## config.mk

```make
export PLATFORM = sky130hd
export DESIGN_NAME = counter_ctrl
export DESIGN_NICKNAME = d
export VERILOG_FILES = /design/src/rtl/counter_ctrl.sv
export SDC_FILE = /design/constraint.sdc
export NUM_CORES = 1
export LEC_CHECK = 0
export BUFFER_PORTS_ARGS = -buffer_cell sky130_fd_sc_hd__buf_2
export CAP_MARGIN = 20
export CORE_ASPECT_RATIO = 0.9
export CORE_MARGIN = 4
export CORE_UTILIZATION = 48
export DETAILED_ROUTE_END_ITERATION = 8
export GPL_TIMING_DRIVEN = 0
export PLACE_DENSITY = 0.71
export SYNTH_ARGS = -nofsm -noshare
export SYNTH_HDL_FRONTEND = slang
export SYNTH_SLANG_ARGS = --single-unit
```

## constraint.sdc

```tcl
create_clock -name CLK -period 1.9 [get_ports CLK]
set_input_delay 0.38 -clock CLK [delete_from_list [all_inputs] [get_ports CLK]]
set_output_delay 0.38 -clock CLK [all_outputs]
set_load 0.1 [all_outputs]
```

## src/rtl/counter_ctrl.sv

```systemverilog
// Interval-timer sequencer for an external free-running counter: start/stop, prescaled advance,
// terminal-count detection, one-shot/periodic. Optional sticky IRQ with `COUNTER_CTRL_IRQ_EN.
module counter_ctrl #(
    parameter int DWIDTH = 8,
    parameter int PWIDTH = 8
) (
    input  logic              CLK,
    input  logic              RST,
    input  logic              START,
    input  logic              STOP,
    input  logic              MODE,
    input  logic [DWIDTH-1:0] TC,
    input  logic [PWIDTH-1:0] PRESC,
    input  logic [DWIDTH-1:0] CNT_Q,
    output logic              CNT_CE,
    output logic              CNT_SCLR,
    output logic              READY,
    output logic              BUSY,
    output logic              DONE,
`ifdef COUNTER_CTRL_IRQ_EN
    input  logic              IRQ_CLR,
    output logic              IRQ,
`endif
    output logic [1:0]        state_dbg
);

    typedef enum logic [1:0] {
        IDLE  = 2'd0,
        CLEAR = 2'd1,
        RUN   = 2'd2
    } state_t;

    state_t            state;
    logic [DWIDTH-1:0] tc_r;
    logic [PWIDTH-1:0] presc_r;
    logic              mode_r;
    logic [PWIDTH-1:0] pc;
    logic              tick;
    logic              term;

    // Handshake: a start is taken at a rising edge where START && READY; there is no
    // queueing, so START while busy is dropped. STOP only acts while BUSY and beats
    // both the terminal tick and the clear cycle.
    assign READY     = (state == IDLE) && !RST;
    assign BUSY      = (state != IDLE);
    assign state_dbg = state;

    assign tick = (state == RUN) && (pc == presc_r);
    // >= so that a stale or corrupted counter value still terminates the interval
    assign term = tick && (CNT_Q >= tc_r);

    // The counter only honours SCLR when CE is high, so every clear drives both.
    always_comb begin
        CNT_CE   = 1'b0;
        CNT_SCLR = 1'b0;
        if (!RST && !(BUSY && STOP)) begin
            case (state)
                CLEAR: begin
                    CNT_CE   = 1'b1;
                    CNT_SCLR = 1'b1;
                end
                RUN: begin
                    CNT_CE   = tick && !(term && !mode_r);
                    CNT_SCLR = term && mode_r;
                end
                default: begin
                    CNT_CE   = 1'b0;
                    CNT_SCLR = 1'b0;
                end
            endcase
        end
    end

    always_ff @(posedge CLK) begin
        if (RST) begin
            state   <= IDLE;
            tc_r    <= '0;
            presc_r <= '0;
            mode_r  <= 1'b0;
            pc      <= '0;
            DONE    <= 1'b0;
        end else begin
            DONE <= 1'b0;
            case (state)
                IDLE: begin
                    if (START) begin
                        tc_r    <= TC;
                        presc_r <= PRESC;
                        mode_r  <= MODE;
                        state   <= CLEAR;
                    end
                end
                CLEAR: begin
                    pc    <= '0;
                    state <= STOP ? IDLE : RUN;
                end
                RUN: begin
                    if (STOP) begin
                        state <= IDLE;
                    end else if (term) begin
                        DONE <= 1'b1;
                        pc   <= '0;
                        if (!mode_r) state <= IDLE;
                    end else if (tick) begin
                        pc <= '0;
                    end else begin
                        pc <= pc + 1'b1;
                    end
                end
                default: state <= IDLE;
            endcase
        end
    end

`ifdef COUNTER_CTRL_IRQ_EN
    // Sticky interrupt; a completing interval wins over a coincident clear.
    always_ff @(posedge CLK) begin
        if (RST)          IRQ <= 1'b0;
        else if (DONE)    IRQ <= 1'b1;
        else if (IRQ_CLR) IRQ <= 1'b0;
    end
`endif

endmodule

```

* After elaboration in Yosys (flattened, before gate mapping)
Index checks and enable logic that the tools add are counted.
Word-level totals: bits of input ports 29, bits in read-only memories 0, latch bits 0, output and inout port bits 7, memories kept 0, logic and storage cells 50, flip-flop bits (word level) 28, memory bits (writable) 0
Operators by class: equality and inequality tests 7, mux-type cells 15, bitwise gates (word level) 1, $mul 0, reduce and logical (&&, ||, !) cells 19, add/sub/neg operators 1, magnitude comparators 1, divide/modulo/power cells 0, shifts and indexed selects 0
Operators with widths (number):
- two-way mux 8 bit | 3
- case mux 8 bit (2 select lines) | 1
- two-way mux 2 bit | 5
- adder 8 x 1 -> 8 bit, second input constant | 1
- equality test 8 bit | 1
- >= comparator 8 bit | 1
- logical AND 1 bit | 8
- inequality test 3 bit, second input constant | 2
- case mux 2 bit (3 select lines) | 1
- zero test 1 bit | 4
- inequality test 2 bit, second input constant | 2
- case mux 1 bit (2 select lines) | 2
- AND reduction 2 bit | 2
- nonzero test 2 bit | 2
- two-way mux 1 bit | 3
- AND reduction 3 bit | 1
- OR reduction 3 bit | 1
- equality test 2 x 1 -> 1 bit, second input constant | 1
- equality test 2 bit, second input constant | 1
- zero test 2 bit | 1
- inverter 1 bit | 1

* Logic depth before layout (Yosys ltp)
Gate-level depths: netlist of the first run.
depth after elaboration 8, mapped depth 7, depth with buffers taken out 7

* Least setup slack after synthesis of the first run
Ideal clock, no wire load.
kind reg-to-output, from reg state[1], in the netlist state_dbg[1], to out CNT_SCLR, data arrival time 3329 ps, cell stages (with the launch flop) 6, buffers on the path 0, data required time 1520 ps, path slack -1809 ps, cell sequence dfxtp_1 ha_1 nand2_1 nor4_2 nand3_1 a21oi_1
On the way: word-level cells in the longest chain between the ends 6, elaborated cells on any way between the ends 11, classes of those cells 2 x eq/ne; 2 x mux; 7 x reduce/logical
RTL lines:
- from (decl) | RTL line 33 | state_t state;
- from (signal assigned) | RTL line 95 | state <= STOP ? IDLE : RUN;
- equality test 2 bit | RTL line 48, 57
- logical AND 1 bit | RTL line 48 | assign tick = (state == RUN) && (pc == presc_r);
- logical AND 1 bit | RTL line 50 | assign term = tick && (CNT_Q >= tc_r);
- logical AND 1 bit | RTL line 64 | CNT_SCLR = term && mode_r;
- case mux 1 bit (2 select lines) | RTL line 57 | case (state)
- two-way mux 1 bit * | RTL line 56 | if (!RST && !(BUSY && STOP)) begin
- to (decl) | RTL line 16 | output logic CNT_SCLR,
Mark *: on every way between the ends. The rest lies on a longest branch, timed or not.

* Worst setup path after layout of the first run
from reg tc_r[2], to out CNT_CE
On the way: word-level cells in the longest chain between the ends 7
RTL lines:
- from (decl) | RTL line 34 | logic [DWIDTH-1:0] tc_r;
- from (signal assigned) | RTL line 77 | tc_r <= '0;
- from (signal assigned) | RTL line 87 | tc_r <= TC;
- >= comparator 8 bit | RTL line 50
- logical AND 1 bit | RTL line 50
- logical AND 1 bit | RTL line 63 | CNT_CE = tick && !(term && !mode_r);
- zero test 1 bit | RTL line 63
- logical AND 1 bit | RTL line 63
- case mux 1 bit (2 select lines) | RTL line 57
- two-way mux 1 bit | RTL line 56
- to (decl) | RTL line 15 | output logic CNT_CE,
Every way passes these cells.

==> results of run 1 <==
## timing repair
action,in CTS,in global routing
gates resized for setup,28,11
gates cloned,0,0
endpoints found under the setup margin,8,18
setup buffers,5,2
pin swaps,6,2
## cells in the mapped netlist, types with 2 or more instances
master,n
nand2_1,52
dfxtp_1,28
a21oi_1,23
inv_1,15
ha_1,12
nor2_1,7
clkbuf_1,5
xnor2_1,5
nand2b_1,4
nand3_1,4
a31o_2,3
xnor2_2,3
a22o_1,2
and2_1,2
nand4_1,2
nor2b_1,2
o21ai_0,2
or3_1,2
xor2_1,2
## logic make-up after synthesis
family	count (synthesis)	share of synthesized area (%)
and+or+nand+nor	85	25.2
AOI/OAI and AO/OA	45	19.2
DFF	28	34.8
buffers and inverters	20	4.66
adders and majority gates	12	9.32
xor gates and xnor gates	10	6.84
## state kept, by name, indices dropped and copies added (netlist names)
register,flops
DONE,1
mode_r,1
pc,8
presc_r,8
state_dbg,2
tc_r,8
## per-layer routing
layer  track usage [%]  routed length [um]  part of all wire, %  up-vias
met4              5.12                  44                  1.1        0
met5                 0                   0                    0        -
met3              4.66                 155                  4.0        6
li1                  -                   -                    -      774
met1              22.8                1810                   46      703
met2              29.9                1890                   48       26
## worst min path at each step
stage | end | slack [ns] | depth (start not counted)
4_1_cts | state_dbg[0] | 0.30 | 2
2_1_floorplan | tc_r[1] | 0.44 | 2
5_1_grt | state_dbg[0] | 0.31 | 2
3_5_place_dp | tc_r[6] | 0.45 | 2
3_3_place_gp | tc_r[3] | 0.44 | 2
6_report | state_dbg[0] | 0.31 | 2
## cell type report
| cell class | count | share of cell area [%] |
|---|---|---|
| repair buffers | 42 | 12.9 |
| flip-flops and latches | 28 | 26.5 |
| plain buffers | 5 | 0.923 |
| clock buffers | 4 | 3.06 |
| well taps | 42 | 2.42 |
| inverters | 15 | 2.77 |
| multi-input cells | 152 | 51.5 |
## power by group through the flow
stage	clock network, mW	logic (mW)	registers [mW]
2_1_floorplan	0	0.232	0.672
3_3_place_gp	0	0.332	0.650
3_5_place_dp	0	0.336	0.652
4_1_cts	0.432	0.388	0.640
5_1_grt	0.465	0.451	0.645
6_report	0.423	0.417	0.641
## worst reg2reg max path, cell delays in order, from the launching register on
cell and delay [ns]:
dfxtp_2 0.35, inv_2 0.04, ha_4 0.21, a211o_1 0.33, a31oi_4 0.19, o221ai_4 0.15
buf_4 0.17, buf_6 0.11, a31o_2 0.23, a221oi_2 0.24
==> results_dict.tcl, run 1 <==
set metrics [dict create \
    grt_usage_pct 17.9 \
    synth_edf_count 0 \
    cts_max_level 1 \
    cp-startpoint "tc_r[2]" \
    multi_input_area_um2 1120 \
    synthDistinctLibCells 44 \
    p_int_mw 1.01 \
    synth-main-ff-cell "dfxtp_1" \
    place_inst 277 \
    die_x_um 69.1 \
    critPathKind "flip-flop to output pin" \
    drcViolationCount 0 \
    critical_path.slowest_cell "dfxtp_2" \
    power_frac_seq_pct 43.3 \
    finalSetupViolCount 4 \
    port_buffers 35 \
    wirelength_um 3900 \
    place_ws_ns -0.782 \
    grt_pass1_vias 1435 \
    critPathArrivalTime_ns 2.12 \
    end_kind "output pin" \
    core-area_um2 3140 \
    min_period_over_period_pct 132 \
    critPathBufInv 2 \
    clk_path_buf_depth 2 \
    report.final.slew_viol_count 0 \
    cp_data_required_time_ns 1.52 \
    hold_violations 0 \
    io_pins 36 \
    worstSkewPairLatency_ns 0.28 \
    final_core_util_pct 69.1 \
    synth_area_leaders "dfxtp_1 (35%), nand2_1 (12%), ha_1 (9.3%)" \
    grt_setup_unrepaired "true" \
    ir_drop_mv 0.518 \
    critical_path.top_delay_family "compound AO/OA/AOI/OAI gates" \
    cp.depth 8 \
    synth_top_area_share_pct 34.8 \
    cts_tree "yes" \
    power_switching_mw 0.476 \
    fmax_mhz 400 \
    leakagePower_nw 0.853 \
    grt_max_degree 17 \
    hold_slack_ns 0.310 \
    finalPower_mw 1.48 \
    violations "setup timing" \
    cts-hold-fix-buffers 0 \
    fin_crit_ns 2.50 \
    dp_hpwl_um 2720 \
    grt_pass1_wl_um 6420 \
    vias 1509 \
    syn_inst 200 \
    instances_no_fill 288 \
    grt.overflow.total 0 \
    ys_seq_area_share_pct 34.8 \
    crit_end "CNT_CE" \
    die_area_um2 4350 \
    swShare_pct 32.1 \
    first_pass_iters 4 \
    yosysTopAreaCell "dfxtp_1" \
    syn_nets 241 \
    ys_ff_latch 28 \
    clkTransAtPathRegs_ns 0.10 \
    setup_slack_ns -0.603 \
    skew_ns 0.00128 \
    fin_nets 288 \
    slew_headroom_pct 63.0 \
    fp.dieH_um 63.0 \
    hp-class "primary input to flip-flop" \
    slowest_delay_ns 0.35 \
    rr_endpoint "state_dbg[0]" \
    root_buffer "clkbuf_8" \
    area_growth_pct 34.7 \
    power_frac_clock_pct 28.6 \
    drive_above_1_share_pct 36.6 \
    detail-route-antenna-nets 0 \
    antenna_found_initial 0 \
    synthesis.area_um2 1610 \
    worst-r2r-cell-count 9 \
    syn_area_per_cell_um2 8.05 \
    fillers 263 \
    drt-initial-drc-count 51 \
    cts_made_buffers 3 \
    seq_area_um2 574 \
    drv_cap 0 \
    setup_tns_ns -1.43 \
    r2r-start "tc_r[2]" \
    gp_congestion 0.769 \
    clkSinkCount 28 \
    rows 19 \
    power_density_nw_per_um2 683 \
    path_cells "inv_2 -> ha_4 -> a211o_1 -> a31oi_4 -> o221ai_4 -> a21bo_2 -> a21oi_4 -> buf_12" \
    final_common_cell "nand2_1" \
    dpl_cell_area_um2 1890 \
    path_max_fanout 4 \
    via_per_inst 5.24 \
    async_flop_share_pct 0 \
    worstMarginPinSlew_ns 0.556 \
    rrSetupSlack_ns -0.20 \
    start_util_pct 51.3 \
    start_kind "flip-flop" \
    status "finished, violations left" \
    most-common-layout-cells "nand2_1 (50), buf_2 (31), a21oi_1 (22), dfxtp_1 (21), inv_1 (8)" \
    p_comb_share_pct 28.2 \
    diodes 0 \
    hp-start "RST" \
    finalInstanceArea_um2 2170 \
    drt-wirelength-per-cell_um 13.6 \
    ys_warn_count 0 \
]
No activity file was read; power rests on OpenSTA's default activity.
==> inputs of run 2 (changes only) <==
PLACE_DENSITY = 0.82   (was 0.71)
==> run 2 against run 1 <==
Net effect:
- hold slack gained 0.020 ns
- via count grew 0.60%
- first-iteration DRC count shrank 29%
- the flow still finishes with violations (setup timing)
- clock-buffer cell count is the same
- die area is the same
- critical path type unchanged
- worst setup slack gained 0.035 ns
- largest cell class unchanged
- clock power shrank 22%
- core utilization grew 0.16 points
- combinational power grew 3%
==> results_dict.tcl, run 2 (synthesized netlist as in run 1, its figures left out) <==
set metrics [dict create \
    final_common_cell "nand2_1" \
    ir_drop_mv 0.540 \
    grt_pass1_vias 1448 \
    io_pins 36 \
    finalSetupViolCount 4 \
    vias 1518 \
    multi_input_area_um2 1160 \
    instances_no_fill 286 \
    rows 19 \
    violations "setup timing" \
    clkTransAtPathRegs_ns 0.09 \
    cts_made_buffers 3 \
    hold_slack_ns 0.329 \
    grt.overflow.total 0 \
    fin_nets 286 \
    dp_hpwl_um 2640 \
    rr_endpoint "state_dbg[1]" \
    hp-start "RST" \
    min_to "state_dbg[0]" \
    most-common-layout-cells "nand2_1 (48), buf_2 (31), a21oi_1 (22), dfxtp_1 (19), inv_2 (8)" \
    worstMarginPinSlew_ns 0.575 \
    leakagePower_nw 0.848 \
    diodes 0 \
    via_per_inst 5.31 \
    clk_path_buf_depth 2 \
    setup_slack_ns -0.568 \
    start_util_pct 51.3 \
    path_max_fanout 4 \
    biggestRegsByFlops "pc: 8 flops, presc_r: 8 flops, tc_r: 8 flops" \
    gp_congestion 0.824 \
    grt_max_degree 16 \
    grt_setup_unrepaired "true" \
    min_period_over_period_pct 130 \
    fmax_mhz 405 \
    slew_headroom_pct 61.7 \
    power_density_nw_per_um2 646 \
    start_kind "flip-flop" \
    first_pass_iters 4 \
    cts_max_level 1 \
    critPathArrivalTime_ns 2.09 \
    wirelength_um 3940 \
    area_growth_pct 35.0 \
    cts_tree "yes" \
    seq_area_um2 577 \
    drt-initial-drc-count 36 \
    drt-wirelength-per-cell_um 13.8 \
    report.final.slew_viol_count 0 \
    drive_above_1_share_pct 39.3 \
    clkSinkCount 28 \
    critPathKind "flip-flop to output pin" \
    core-area_um2 3140 \
    grt_pass1_wl_um 6380 \
    root_buffer "clkbuf_8" \
    drv_cap 0 \
    fillers 253 \
    rrSetupSlack_ns -0.06 \
    antenna_found_initial 0 \
    place_inst 277 \
    port_buffers 35 \
    worst-r2r-cell-count 8 \
    r2r-start "tc_r[5]" \
    grt_usage_pct 17.9 \
    drcViolationCount 0 \
    end_kind "output pin" \
    status "finished, violations left" \
    die_x_um 69.1 \
    cp_data_required_time_ns 1.52 \
    worstSkewPairLatency_ns 0.28 \
    whs_path_depth 2 \
    skew_ns 0.00465 \
    hold_violations 0 \
    fp.dieH_um 63.0 \
    setup_tns_ns -1.26 \
    place_ws_ns -0.800 \
    die_area_um2 4350 \
    hp-class "primary input to flip-flop" \
    fin_crit_ns 2.47 \
    detail-route-antenna-nets 0 \
]
[run 2: changes by cell type in the layout (fill, tap and decap cells not counted), sizes merged]
cell | before | now
clkbuf | 10 | 9
buf | 41 | 40
[run 2: layout make-up]
type,instances,area share (%)
flip-flops and latches,28,26.5
repair buffers,41,12.3
well taps,42,2.42
plain buffers,4,0.748
multi-input cells,152,53.2
clock buffers,4,2.07
inverters,15,2.76
[run 2: worst max-delay path by stage]
stage                            start  endpoint  slack, ns  cells past startpoint
final                          tc_r[2]    CNT_CE      -0.57                      8
after floorplan           state_dbg[1]    CNT_CE      -0.57                      5
after CTS                      tc_r[2]    CNT_CE      -0.56                      8
after global placement        CNT_Q[2]    CNT_CE      -0.77                      8
after global routing           tc_r[5]  CNT_SCLR      -0.66                      8
after detailed placement      CNT_Q[2]    CNT_CE      -0.80                      8
[run 2: stage by stage]
stage / power [mW] / util, % / cell area, um^2
detailed placement: 0.985 / 60.2 / 1890
finish: 1.40 / 69.3 / 2170
global placement: 0.978 / 60.2 / 1890
floorplan: 0.904 / - / 1660
CTS: 1.40 / 68.6 / 2150
global route: 1.47 / 69.3 / 2170
[run 2: critical path, stage by stage (launching register included)]
cell	delay, ns
dfxtp_2	0.34
inv_2	0.04
ha_4	0.21
a211o_1	0.29
a31oi_4	0.18
o221ai_4	0.17
a21bo_2	0.25
a21oi_4	0.14
buf_12	0.19
[run 2: timing repair]
item,4_1_cts,5_1_grt
hold buffers,0,0
resized for setup,31,23
pin swaps,7,7
setup endpoints to repair,7,18
setup buffers,10,2
[run 2: power by group]
part,switching [mW],internal (mW)
registers,0.0238,0.618
clock network,0.181,0.151
logic,0.266,0.165
[run 2: layer usage]
| metal | GRT usage (%) | vias up | wire (um) |
|---|---|---|---|
| met4 | 4.88 | 0 | 31 |
| met5 | 0 | - | 0 |
| met1 | 22.2 | 700 | 1690 |
| met3 | 3.86 | 5 | 252 |
| met2 | 31.2 | 41 | 1960 |
| li1 | - | 772 | - |
==> inputs of run 3 (changes only) <==
BUFFER_PORTS_ARGS = default   (was -buffer_cell sky130_fd_sc_hd__buf_2)
CORE_UTILIZATION = 54   (was 48)
DONT_BUFFER_PORTS = 1   (was default)
PLACE_DENSITY = 0.79   (was 0.82)
==> run 3 against run 2 <==
Net effect:
- the run still ends with setup timing left
- wire length up 2.0%
- clock skew decreased by 0.00052 ns
- maximum frequency fell by 12%
- register-to-register slack worse by 0.15 ns
- sequential share of layout area grew 1.7 points
- critical path depth shrank 1
- via count decreased by 4.6%
- hold slack got worse by 0.25 ns
- first-iteration DRC count is 81% higher
- critical path type unchanged
- largest power group unchanged
==> results_dict.tcl, run 3 (synthesized netlist as in run 1, its figures left out) <==
set metrics [dict create \
    fp.dieH_um 59.8 \
    port_buffers 0 \
    cp_data_required_time_ns 1.52 \
    area_growth_pct 26.5 \
    cts_max_level 1 \
    finalPower_mw 1.36 \
    critPathKind "flip-flop to output pin" \
    worst-r2r-cell-count 9 \
    grt.overflow.total 0 \
    core-area_um2 2790 \
    hold_slack_ns 0.0816 \
    antenna_found_initial 0 \
    drt-wirelength-per-cell_um 15.6 \
    whs_path_depth 1 \
    wirelength_um 4020 \
    root_buffer "clkbuf_4" \
    fin_nets 259 \
    report.final.slew_viol_count 0 \
    die_x_um 65.6 \
    finalSetupViolCount 7 \
    clk_path_buf_depth 2 \
    end_kind "output pin" \
    path_cells "inv_2 -> ha_4 -> nand2_4 -> or3_4 -> o221ai_4 -> nand3_2 -> a21oi_4" \
    biggestRegsByFlops "pc: 8 flops, presc_r: 8 flops, tc_r: 8 flops" \
    hp-class "primary input to flip-flop" \
    start_kind "flip-flop" \
    skew_ns 0.00413 \
    via_per_inst 5.63 \
    critPathBufInv 1 \
    most-common-layout-cells "nand2_1 (49), a21oi_1 (22), dfxtp_1 (20), buf_4 (13), ha_4 (8)" \
    critPathArrivalTime_ns 2.44 \
    path_max_fanout 4 \
    cp.depth 7 \
    detail-route-antenna-nets 0 \
    worstMarginPinSlew_ns 0.933 \
    critical_path.top_delay_family "compound AO/OA/AOI/OAI gates" \
    ir_drop_mv 0.476 \
    clkTransAtPathRegs_ns 0.14 \
    grt_setup_unrepaired "true" \
    fmax_mhz 355 \
    io_pins 36 \
    rrSetupSlack_ns -0.21 \
    final_common_cell "nand2_1" \
    cts_made_buffers 3 \
    cts_tree "yes" \
    drive_above_1_share_pct 33.2 \
    min_period_over_period_pct 148 \
    violations "setup timing" \
    hold_violations 0 \
    dp_hpwl_um 2740 \
    diodes 0 \
    leakagePower_nw 0.742 \
    power_density_nw_per_um2 667 \
    vias 1448 \
    critical_path.slowest_cell "a21oi_4" \
    fin_crit_ns 2.82 \
    worstSkewPairLatency_ns 0.33 \
    drv_cap 0 \
    grt_pass1_vias 1471 \
    slowest_delay_ns 0.61 \
    setup_tns_ns -3.14 \
    die_area_um2 3920 \
    rows 18 \
    slew_headroom_pct 37.7 \
    drcViolationCount 0 \
    clkSinkCount 28 \
    grt_usage_pct 21.7 \
    setup_slack_ns -0.918 \
    first_pass_iters 4 \
    gp_congestion 0.812 \
    grt_max_degree 16 \
    drt-initial-drc-count 65 \
    grt_pass1_wl_um 6580 \
    final_core_util_pct 72.9 \
    status "finished, violations left" \
    start_util_pct 57.7 \
]
==> run 3: through the flow <==
step	setup WS (ns)	instance area (um^2)	instances
final	-0.918	2040	257
after global routing	-1.00	2040	257
after CTS	-0.912	1990	253
after detailed placement	-0.769	1710	240
after global placement	-0.727	1710	240
after floorplan	-0.570	1660	200
==> run 3: timing repair <==
item                                    4_1_cts  5_1_grt
resized for setup                            38        6
endpoints found under the setup margin       19       19
hold buffers                                  0        0
pin swaps                                    18        5
setup buffers                                10        5
hold endpoints to repair                      0        0
cloned                                        0        0
==> run 3: layout make-up <==
cell class,count,area (um^2)
tap,40,50.0
inverter,15,67.6
sequential,28,576
fill,226,756
clock buffer,4,36.3
buffer,3,15.0
timing repair buffer,15,120
multi-input combinational,152,1170
==> run 3: per-layer routing <==
| metal | wire, um | up-vias | track usage [%] |
|---|---|---|---|
| li1 | - | 717 | - |
| met4 | 75 | 0 | 4.14 |
| met2 | 1950 | 50 | 41.7 |
| met5 | 0 | - | 0 |
| met3 | 306 | 8 | 5.45 |
| met1 | 1680 | 673 | 24.3 |
==> run 3: power breakdown <==
group          switching (mW)  total, mW  leakage (nW)  internal [mW]
Sequential             0.0512      0.670         0.232          0.618
Combinational           0.234      0.397         0.488          0.163
Clock                   0.176      0.293        0.0210          0.117
==> run 3: path summary, 6_finish.rpt <==
kind                            startpoint            to
worst max-delay path               tc_r[7]      CNT_SCLR
worst min-delay path                   RST  state_dbg[0]
worst max register to register     tc_r[2]  state_dbg[0]
worst min register to register     tc_r[0]       tc_r[0]
